$ cat src/rtl/seq_mag_comparator_if.sv
// Handshake and operand/result bundle for seq_mag_comparator.
// The master side issues compares; the slave side is the comparator.
interface seq_mag_comparator_if #(
    parameter int WIDTH = 16
);
    logic             start;
    logic [WIDTH-1:0] a;
    logic [WIDTH-1:0] b;
    logic             is_signed;
    logic             busy;
    logic             done;
    logic             aeqb;
    logic             agtb;
    logic             altb;

    modport master (
        output start, a, b, is_signed,
        input  busy, done, aeqb, agtb, altb
    );

    modport slave (
        input  start, a, b, is_signed,
        output busy, done, aeqb, agtb, altb
    );
endinterface

$ cat src/rtl/seq_mag_comparator.sv
// Multi-cycle MSB-first magnitude comparator, DIGIT bits per cycle, signed or unsigned.
// Define CMP_EARLY_EXIT_EN to finish at the first differing chunk instead of always scanning all chunks.
module seq_mag_comparator #(
    parameter int WIDTH = 16,
    parameter int DIGIT = 4
) (
    input logic                clk,
    input logic                rst_n,
    seq_mag_comparator_if.slave bus
);
    localparam int NCHUNK = WIDTH / DIGIT;
    localparam int IDX_W  = (NCHUNK > 1) ? $clog2(NCHUNK) : 1;

    typedef enum logic {IDLE, RUN} state_t;
    typedef enum logic [1:0] {REL_EQ, REL_GT, REL_LT} rel_t;

    state_t             state;
    rel_t               rel;
    rel_t               chunk_rel;
    rel_t               next_rel;
    logic [WIDTH-1:0]   op_a;
    logic [WIDTH-1:0]   op_b;
    logic [IDX_W-1:0]   idx;
    logic               last_chunk;
    logic               finish;
    logic               busy_q;
    logic               done_q;
    logic               aeqb_q;
    logic               agtb_q;
    logic               altb_q;

    logic [DIGIT-1:0]   chunk_a [NCHUNK];
    logic [DIGIT-1:0]   chunk_b [NCHUNK];

    for (genvar g = 0; g < NCHUNK; g++) begin : g_chunk
        assign chunk_a[g] = op_a[WIDTH-1-g*DIGIT -: DIGIT];
        assign chunk_b[g] = op_b[WIDTH-1-g*DIGIT -: DIGIT];
    end

    always_comb begin
        chunk_rel = REL_EQ;
        if (chunk_a[idx] > chunk_b[idx]) begin
            chunk_rel = REL_GT;
        end else if (chunk_a[idx] < chunk_b[idx]) begin
            chunk_rel = REL_LT;
        end
        next_rel   = (rel == REL_EQ) ? chunk_rel : rel;
        last_chunk = (idx == IDX_W'(NCHUNK - 1));
`ifdef CMP_EARLY_EXIT_EN
        finish     = last_chunk || (next_rel != REL_EQ);
`else
        finish     = last_chunk;
`endif
    end

    // Signed operands are stored offset-binary (MSB flipped) so the scan is always unsigned.
    always_ff @(posedge clk or negedge rst_n) begin
        if (!rst_n) begin
            state  <= IDLE;
            rel    <= REL_EQ;
            op_a   <= '0;
            op_b   <= '0;
            idx    <= '0;
            busy_q <= 1'b0;
            done_q <= 1'b0;
            aeqb_q <= 1'b0;
            agtb_q <= 1'b0;
            altb_q <= 1'b0;
        end else begin
            done_q <= 1'b0;
            case (state)
                IDLE: begin
                    if (bus.start) begin
                        op_a   <= {bus.a[WIDTH-1] ^ bus.is_signed, bus.a[WIDTH-2:0]};
                        op_b   <= {bus.b[WIDTH-1] ^ bus.is_signed, bus.b[WIDTH-2:0]};
                        idx    <= '0;
                        rel    <= REL_EQ;
                        busy_q <= 1'b1;
                        state  <= RUN;
                    end
                end
                RUN: begin
                    rel <= next_rel;
                    idx <= idx + 1'b1;
                    if (finish) begin
                        aeqb_q <= (next_rel == REL_EQ);
                        agtb_q <= (next_rel == REL_GT);
                        altb_q <= (next_rel == REL_LT);
                        done_q <= 1'b1;
                        busy_q <= 1'b0;
                        state  <= IDLE;
                    end
                end
                default: state <= IDLE;
            endcase
        end
    end

    assign bus.busy = busy_q;
    assign bus.done = done_q;
    assign bus.aeqb = aeqb_q;
    assign bus.agtb = agtb_q;
    assign bus.altb = altb_q;
endmodule

$ cat src/flat_wrapper.sv
// flat-port wrapper written by rule: the top's interface ports become plain ports
module seq_mag_comparator_flat 
#(
    parameter int WIDTH = 16,
    parameter int DIGIT = 4
)
  (clk, rst_n, bus_start, bus_a, bus_b, bus_is_signed, bus_busy, bus_done, bus_aeqb, bus_agtb, bus_altb);
  seq_mag_comparator_if #(.WIDTH(WIDTH)) bus_i ();
  input logic clk;
  input logic rst_n;
  input wire logic [$bits(bus_i.start)-1:0] bus_start;
  input wire logic [$bits(bus_i.a)-1:0] bus_a;
  input wire logic [$bits(bus_i.b)-1:0] bus_b;
  input wire logic [$bits(bus_i.is_signed)-1:0] bus_is_signed;
  output wire logic [$bits(bus_i.busy)-1:0] bus_busy;
  output wire logic [$bits(bus_i.done)-1:0] bus_done;
  output wire logic [$bits(bus_i.aeqb)-1:0] bus_aeqb;
  output wire logic [$bits(bus_i.agtb)-1:0] bus_agtb;
  output wire logic [$bits(bus_i.altb)-1:0] bus_altb;
  assign bus_i.start = bus_start;
  assign bus_i.a = bus_a;
  assign bus_i.b = bus_b;
  assign bus_i.is_signed = bus_is_signed;
  assign bus_busy = bus_i.busy;
  assign bus_done = bus_i.done;
  assign bus_aeqb = bus_i.aeqb;
  assign bus_agtb = bus_i.agtb;
  assign bus_altb = bus_i.altb;
  seq_mag_comparator #(.WIDTH(WIDTH), .DIGIT(DIGIT)) u_core (.clk(clk), .rst_n(rst_n), .bus(bus_i));
endmodule
$ cat config.mk
export PLATFORM = sky130hd
export DESIGN_NAME = seq_mag_comparator_flat
export DESIGN_NICKNAME = d
export VERILOG_FILES = /design/src/rtl/seq_mag_comparator_if.sv /design/src/rtl/seq_mag_comparator.sv /design/src/flat_wrapper.sv
export SDC_FILE = /design/constraint.sdc
export NUM_CORES = 1
export LEC_CHECK = 0
export ABC_CLOCK_PERIOD_IN_PS = 3300
export CAP_MARGIN = 20
export CORE_ASPECT_RATIO = 0.9
export CORE_MARGIN = 2
export CORE_UTILIZATION = 54
export CTS_CLUSTER_DIAMETER = 120
export DETAILED_ROUTE_END_ITERATION = 8
export PLACE_DENSITY_LB_ADDON = 0.1
export SLEW_MARGIN = 20
export SYNTH_ARGS = -nofsm -noshare
export SYNTH_HDL_FRONTEND = slang
export SYNTH_SLANG_ARGS = --single-unit
$ cat constraint.sdc
create_clock -name clk -period 3.3 [get_ports clk]
set_clock_uncertainty 0.05 [all_clocks]
set_input_delay 0.66 -clock clk [delete_from_list [all_inputs] [get_ports clk]]
set_output_delay 0.66 -clock clk [all_outputs]
set_load 0.01 [all_outputs]
# Word level (Yosys, flattened, before mapping)
# Cells that the tools add are included.
[op_classes]
order_cmp = 3
bitwise = 4
addsub = 1
n_reduce_logical = 5
eq_ne = 5
muxes = 20
[op_table]
columns = ["cell", "n"]
rows = [
  ["4-bit binary-select mux with 2-bit select", 2],
  ["4-bit two-way mux", 4],
  ["2-bit two-way mux", 4],
  ["2-bit one-hot mux with 2 select lines", 2],
  ["1-bit two-way mux", 6],
  ["2-bit AND reduction", 3],
  ["2-bit equality test, second input constant", 2],
  ["4-bit > comparator", 1],
  ["2-bit zero test", 2],
  ["4-bit < comparator", 1],
  ["2-bit inequality test, second input constant", 2],
  ["1-bit one-hot mux with 2 select lines", 2],
  ["3-bit greater-or-equal comparator, second input constant", 1],
  ["2-bit inverter with 3-bit output", 1],
  ["2-bit by 1-bit adder with 2-bit output, second input constant", 1],
  ["2-bit by 1-bit equality test with 1-bit output, second input constant", 1],
  ["1-bit bitwise XOR", 2],
  ["1-bit inverter", 1],
]
[totals]
input_bits = 36
register_bits = 42
output_inout_bits = 5

# Logic depth before layout (Yosys ltp)
[logic_depth]
ltp_word = 9
depth_mapped = 8

# Worst setup path after synthesis
# No wires, ideal clock.
[synth_path]
kind = "register to register"
from = "register u_core.idx[0]"
to = "register u_core.aeqb_q, in the netlist u_core.bus.aeqb"
stages_incl_launch_ff = 7
arrival_time_ps = 1946
required_ps = 3128
setup_slack_ps = 1182
path_buffers = 1
path_cell_list = "dfrtp_1 > buf_6 > mux4_1 > ha_1 > a211oi_1 > o21ai_1 > a32o_1"
[synth_via]
elab_chain_cells = 9
word_cells_on_any_way = 15
[synth_rtl]
columns = ["element", "line_no", "rtl"]
rows = [
  ["start: declaration", "seq_mag_comparator.sv:23", "logic [IDX_W-1:0] idx;"],
  ["start signal: assignment", "seq_mag_comparator.sv:84", "idx <= idx + 1'b1;"],
  ["2-bit inverter with 3-bit output (implied by the code)", "seq_mag_comparator.sv:42, seq_mag_comparator.sv:44", ""],
  ["4-bit binary-select mux with 2-bit select", "seq_mag_comparator.sv:42, seq_mag_comparator.sv:44", ""],
  ["4-bit two-way mux (implied by the code) (2 in series)", "seq_mag_comparator.sv:42, seq_mag_comparator.sv:44", ""],
  ["4-bit < comparator", "seq_mag_comparator.sv:44", "end else if (chunk_a[idx] < chunk_b[idx]) begin"],
  ["2-bit two-way mux", "seq_mag_comparator.sv:44", ""],
  ["2-bit two-way mux", "seq_mag_comparator.sv:42", "if (chunk_a[idx] > chunk_b[idx]) begin"],
  ["2-bit two-way mux", "seq_mag_comparator.sv:47", "next_rel = (rel == REL_EQ) ? chunk_rel : rel;"],
  ["2-bit zero test", "seq_mag_comparator.sv:86", "aeqb_q <= (next_rel == REL_EQ);"],
  ["end signal: assignment", "seq_mag_comparator.sv:86", ""],
  ["end: declaration", "seq_mag_comparator.sv:28", "logic aeqb_q;"],
]
# Parallel ways exist; a longest one is shown, timed or not. The select of a mux whose other input is x is not followed.
# A chain may end at the register's enable or synchronous reset.

# Worst setup path in the final report
# Ends and elaborated chain as after synthesis.

==> out/qor.txt <==
Synth area leader: dfrtp_1
CP required: 3.44 ns
unrepaired setup endpoints after global routing: no
# hold bufs at CTS: 0
Antenna Nets Post-Route: 0
peak fanout along the critical path: 11
worst-margin pin slew: 1.05 ns
Clock power frac: 16.0%
1st-iter DRT viols: 173
initial antenna violation count: 0
fin util: 71.4%
total track usage: 23.0%
# diodes: 0
Tcrit/Tclk final: 75.8%
first-pass GRT wire length: 6800 um
R2R Path Start: u_core.idx[0]
Clock Latency Late Sink: 0.29 ns
vias in the first global route: 1442
syn_area_per_cell: 9.72 sq um
worst hold-check path type: reg -> reg
Total Power: 2120 uW
Via density: 5.27
CP Capture Type: register
area growth from synthesis to layout: 26.0%
DRC Markers: 0
postcts setup bufs: 0
Placement Setup Slack: 0.834 ns
CP Launch Point: u_core.idx[0]
Warnings, synthesis: 0
final WL: 3980 um
die width: 66.8 um
Psw: 779 uW
register area share after synthesis: 54.9%
clock-pin slew on the worst setup and hold paths: 0.08 ns
Pint: 1340 uW
Hold Vio Cnt, Final: 0
Synth Cell Area: 1920 sq um
Reg2Reg Capture Point: u_core.bus.aeqb
Slew headroom: 30.0%
maximum clock insertion buffer count: 2
register bit total from synthesis: 42
Synth top area share: 54.9%
maxcap violations: 0
Pre-antenna DRT Iters: 4
fin crit period: 2.50 ns
Routability Congestion: 0.773
grt total ovfl: 0
Logic pwr share: 40.4%
CTS tree: done
PwrDens: 878 nW/um^2
crit path DAT: 2.64 ns
Die Area: 4040 sq um
post-CTS resize count: 0
largest net degree at the start of global routing: 43
Gate Count Post-Synth: 197
Starting Density: 56.7%
Die Y: 60.5 um
CTS H-Tree Depth: 2
Worst Reg-to-Reg Cells: 5
Vias: 1482
total negative slack: 0 ns
final slew viol count: 0
Flop pwr share: 43.6%
post-synth cell types: 23
core region area: 3380 sq um
Fmax: 400 MHz
CTS buffer count: 5
DPL Wire Length: 2880 um
Mapped Nets: 238
Nets: 277
reg2reg setup slack: 0.80 ns
peak supply drop: 0.344 mV
# setup viols final: 0
Buffers on Ports: 40
I/O pin total: 41
worst setup margin: 0.799 ns
status: complete, no violations
switching share of power: 36.7%
clk root buf: clkbuf_8
crit path kind: reg -> reg
row count: 20
routed len/inst: 14.1 um
CTS Sinks: 42
Synth area leaders: dfrtp_1, nand2_1, mux4_1, mux4_2, ha_1
Setup crit end: u_core.bus.aeqb
Leak: 0.00119 uW
ratio of cells with drive above 1 in the final layout: 5.91%
Startpoint Class: register
-- cells in the mapped netlist (all sizes together) --
| master | number |
|---|---|
| nor3 | 1 |
| ha | 5 |
| nand4 | 1 |
| nand3b | 1 |
| nor2b | 1 |
| buf | 9 |
| o21ai | 4 |
| a21boi | 1 |
| a211oi | 1 |
| a22o | 1 |
| a2bb2oi | 1 |
| mux4 | 8 |
| a32o | 1 |
| a21oi | 4 |
| nor2 | 8 |
| xnor2 | 2 |
| dfrtp | 42 |
| inv | 8 |
| nand2 | 98 |
-- how the worst min path moves through the flow --
stage,endpoint,cells after the start,start,slack (ns)
after floorplan,u_core.bus.aeqb,0,rst_n,0.31
after global placement,u_core.chunk_b[0],2,u_core.chunk_b[0],0.40
after detailed placement,u_core.chunk_a[1],2,u_core.chunk_a[1],0.41
after CTS,u_core.chunk_a[1],2,u_core.chunk_a[1],0.43
after global routing,u_core.chunk_a[10],2,u_core.chunk_a[10],0.46
final,u_core.chunk_a[1],2,u_core.chunk_a[1],0.43
-- routing by layer --
metal	vias to the layer above	GRT usage (%)	share of wire (%)
met3	14	6.31	5.1
li1	707	-	-
met4	0	11.7	2.7
met1	717	29.9	44
met5	-	0	0
met2	44	36.3	48
-- metrics by stage --
stage / instances / cell area, sq um / hold WS (ns)
6_report: 281 / 2410 / 0.426
5_1_grt: 281 / 2410 / 0.455
4_1_cts: 281 / 2410 / 0.429
3_5_place_dp: 273 / 2320 / 0.410
3_3_place_gp: 273 / 2320 / 0.402
2_1_floorplan: 197 / 1920 / 0.314
-- worst max-delay path, cell delays in order, from the launching register on --
cell and delay (ns):
dfrtp_1 0.67, mux4_1 0.63, ha_1 0.35, a211oi_1 0.24, o21ai_1 0.18, a32o_1 0.26
-- layout make-up --
class	count	area [sq um]
sequential	42	1050
timing repair buffer	41	403
inverter	8	30.0
tap	44	55.1
multi-input combinational	138	783
fill	265	965
clock buffer	7	86.3
clock inverter	1	5.00
-- cell families after synthesis --
group                      Yosys count  synth area share (%)
DFF                                 42                  54.9
adders and majority gates            5                  3.27
AOI/OAI and AO/OA                   13                  4.31
muxes                                8                  10.2
and+or+nand+nor                    110                  22.1
buffers and inverters               17                  4.38
xor gates and xnor gates             2                 0.915
-- power by group through the flow --
stage | Combinational [uW] | Sequential [uW] | Clock [uW]
floorplan | 671 | 844 | 0
global placement | 793 | 920 | 0
detailed placement | 850 | 932 | 0
CTS | 859 | 923 | 344
global route | 971 | 953 | 368
finish | 856 | 925 | 338
-- registers in the layout, indices dropped and copies added (netlist names), 2 cells and up --
name            count
u_core.chunk_a     16
u_core.chunk_b     16
u_core.idx          2
u_core.rel          2
-- cells in the final DEF (no fill, tap or decap), drive strengths merged, types with 2 or more instances in the layout --
cell type and count:
clkbuf 7, o21ai 4, mux4 8, ha 5, xnor2 2, nand2 98, inv 8, nor2 8
a21oi 4, buf 2, dfrtp 42, clkdlybuf4s50 39
Note: power is estimated with default switching activity, not from simulation.
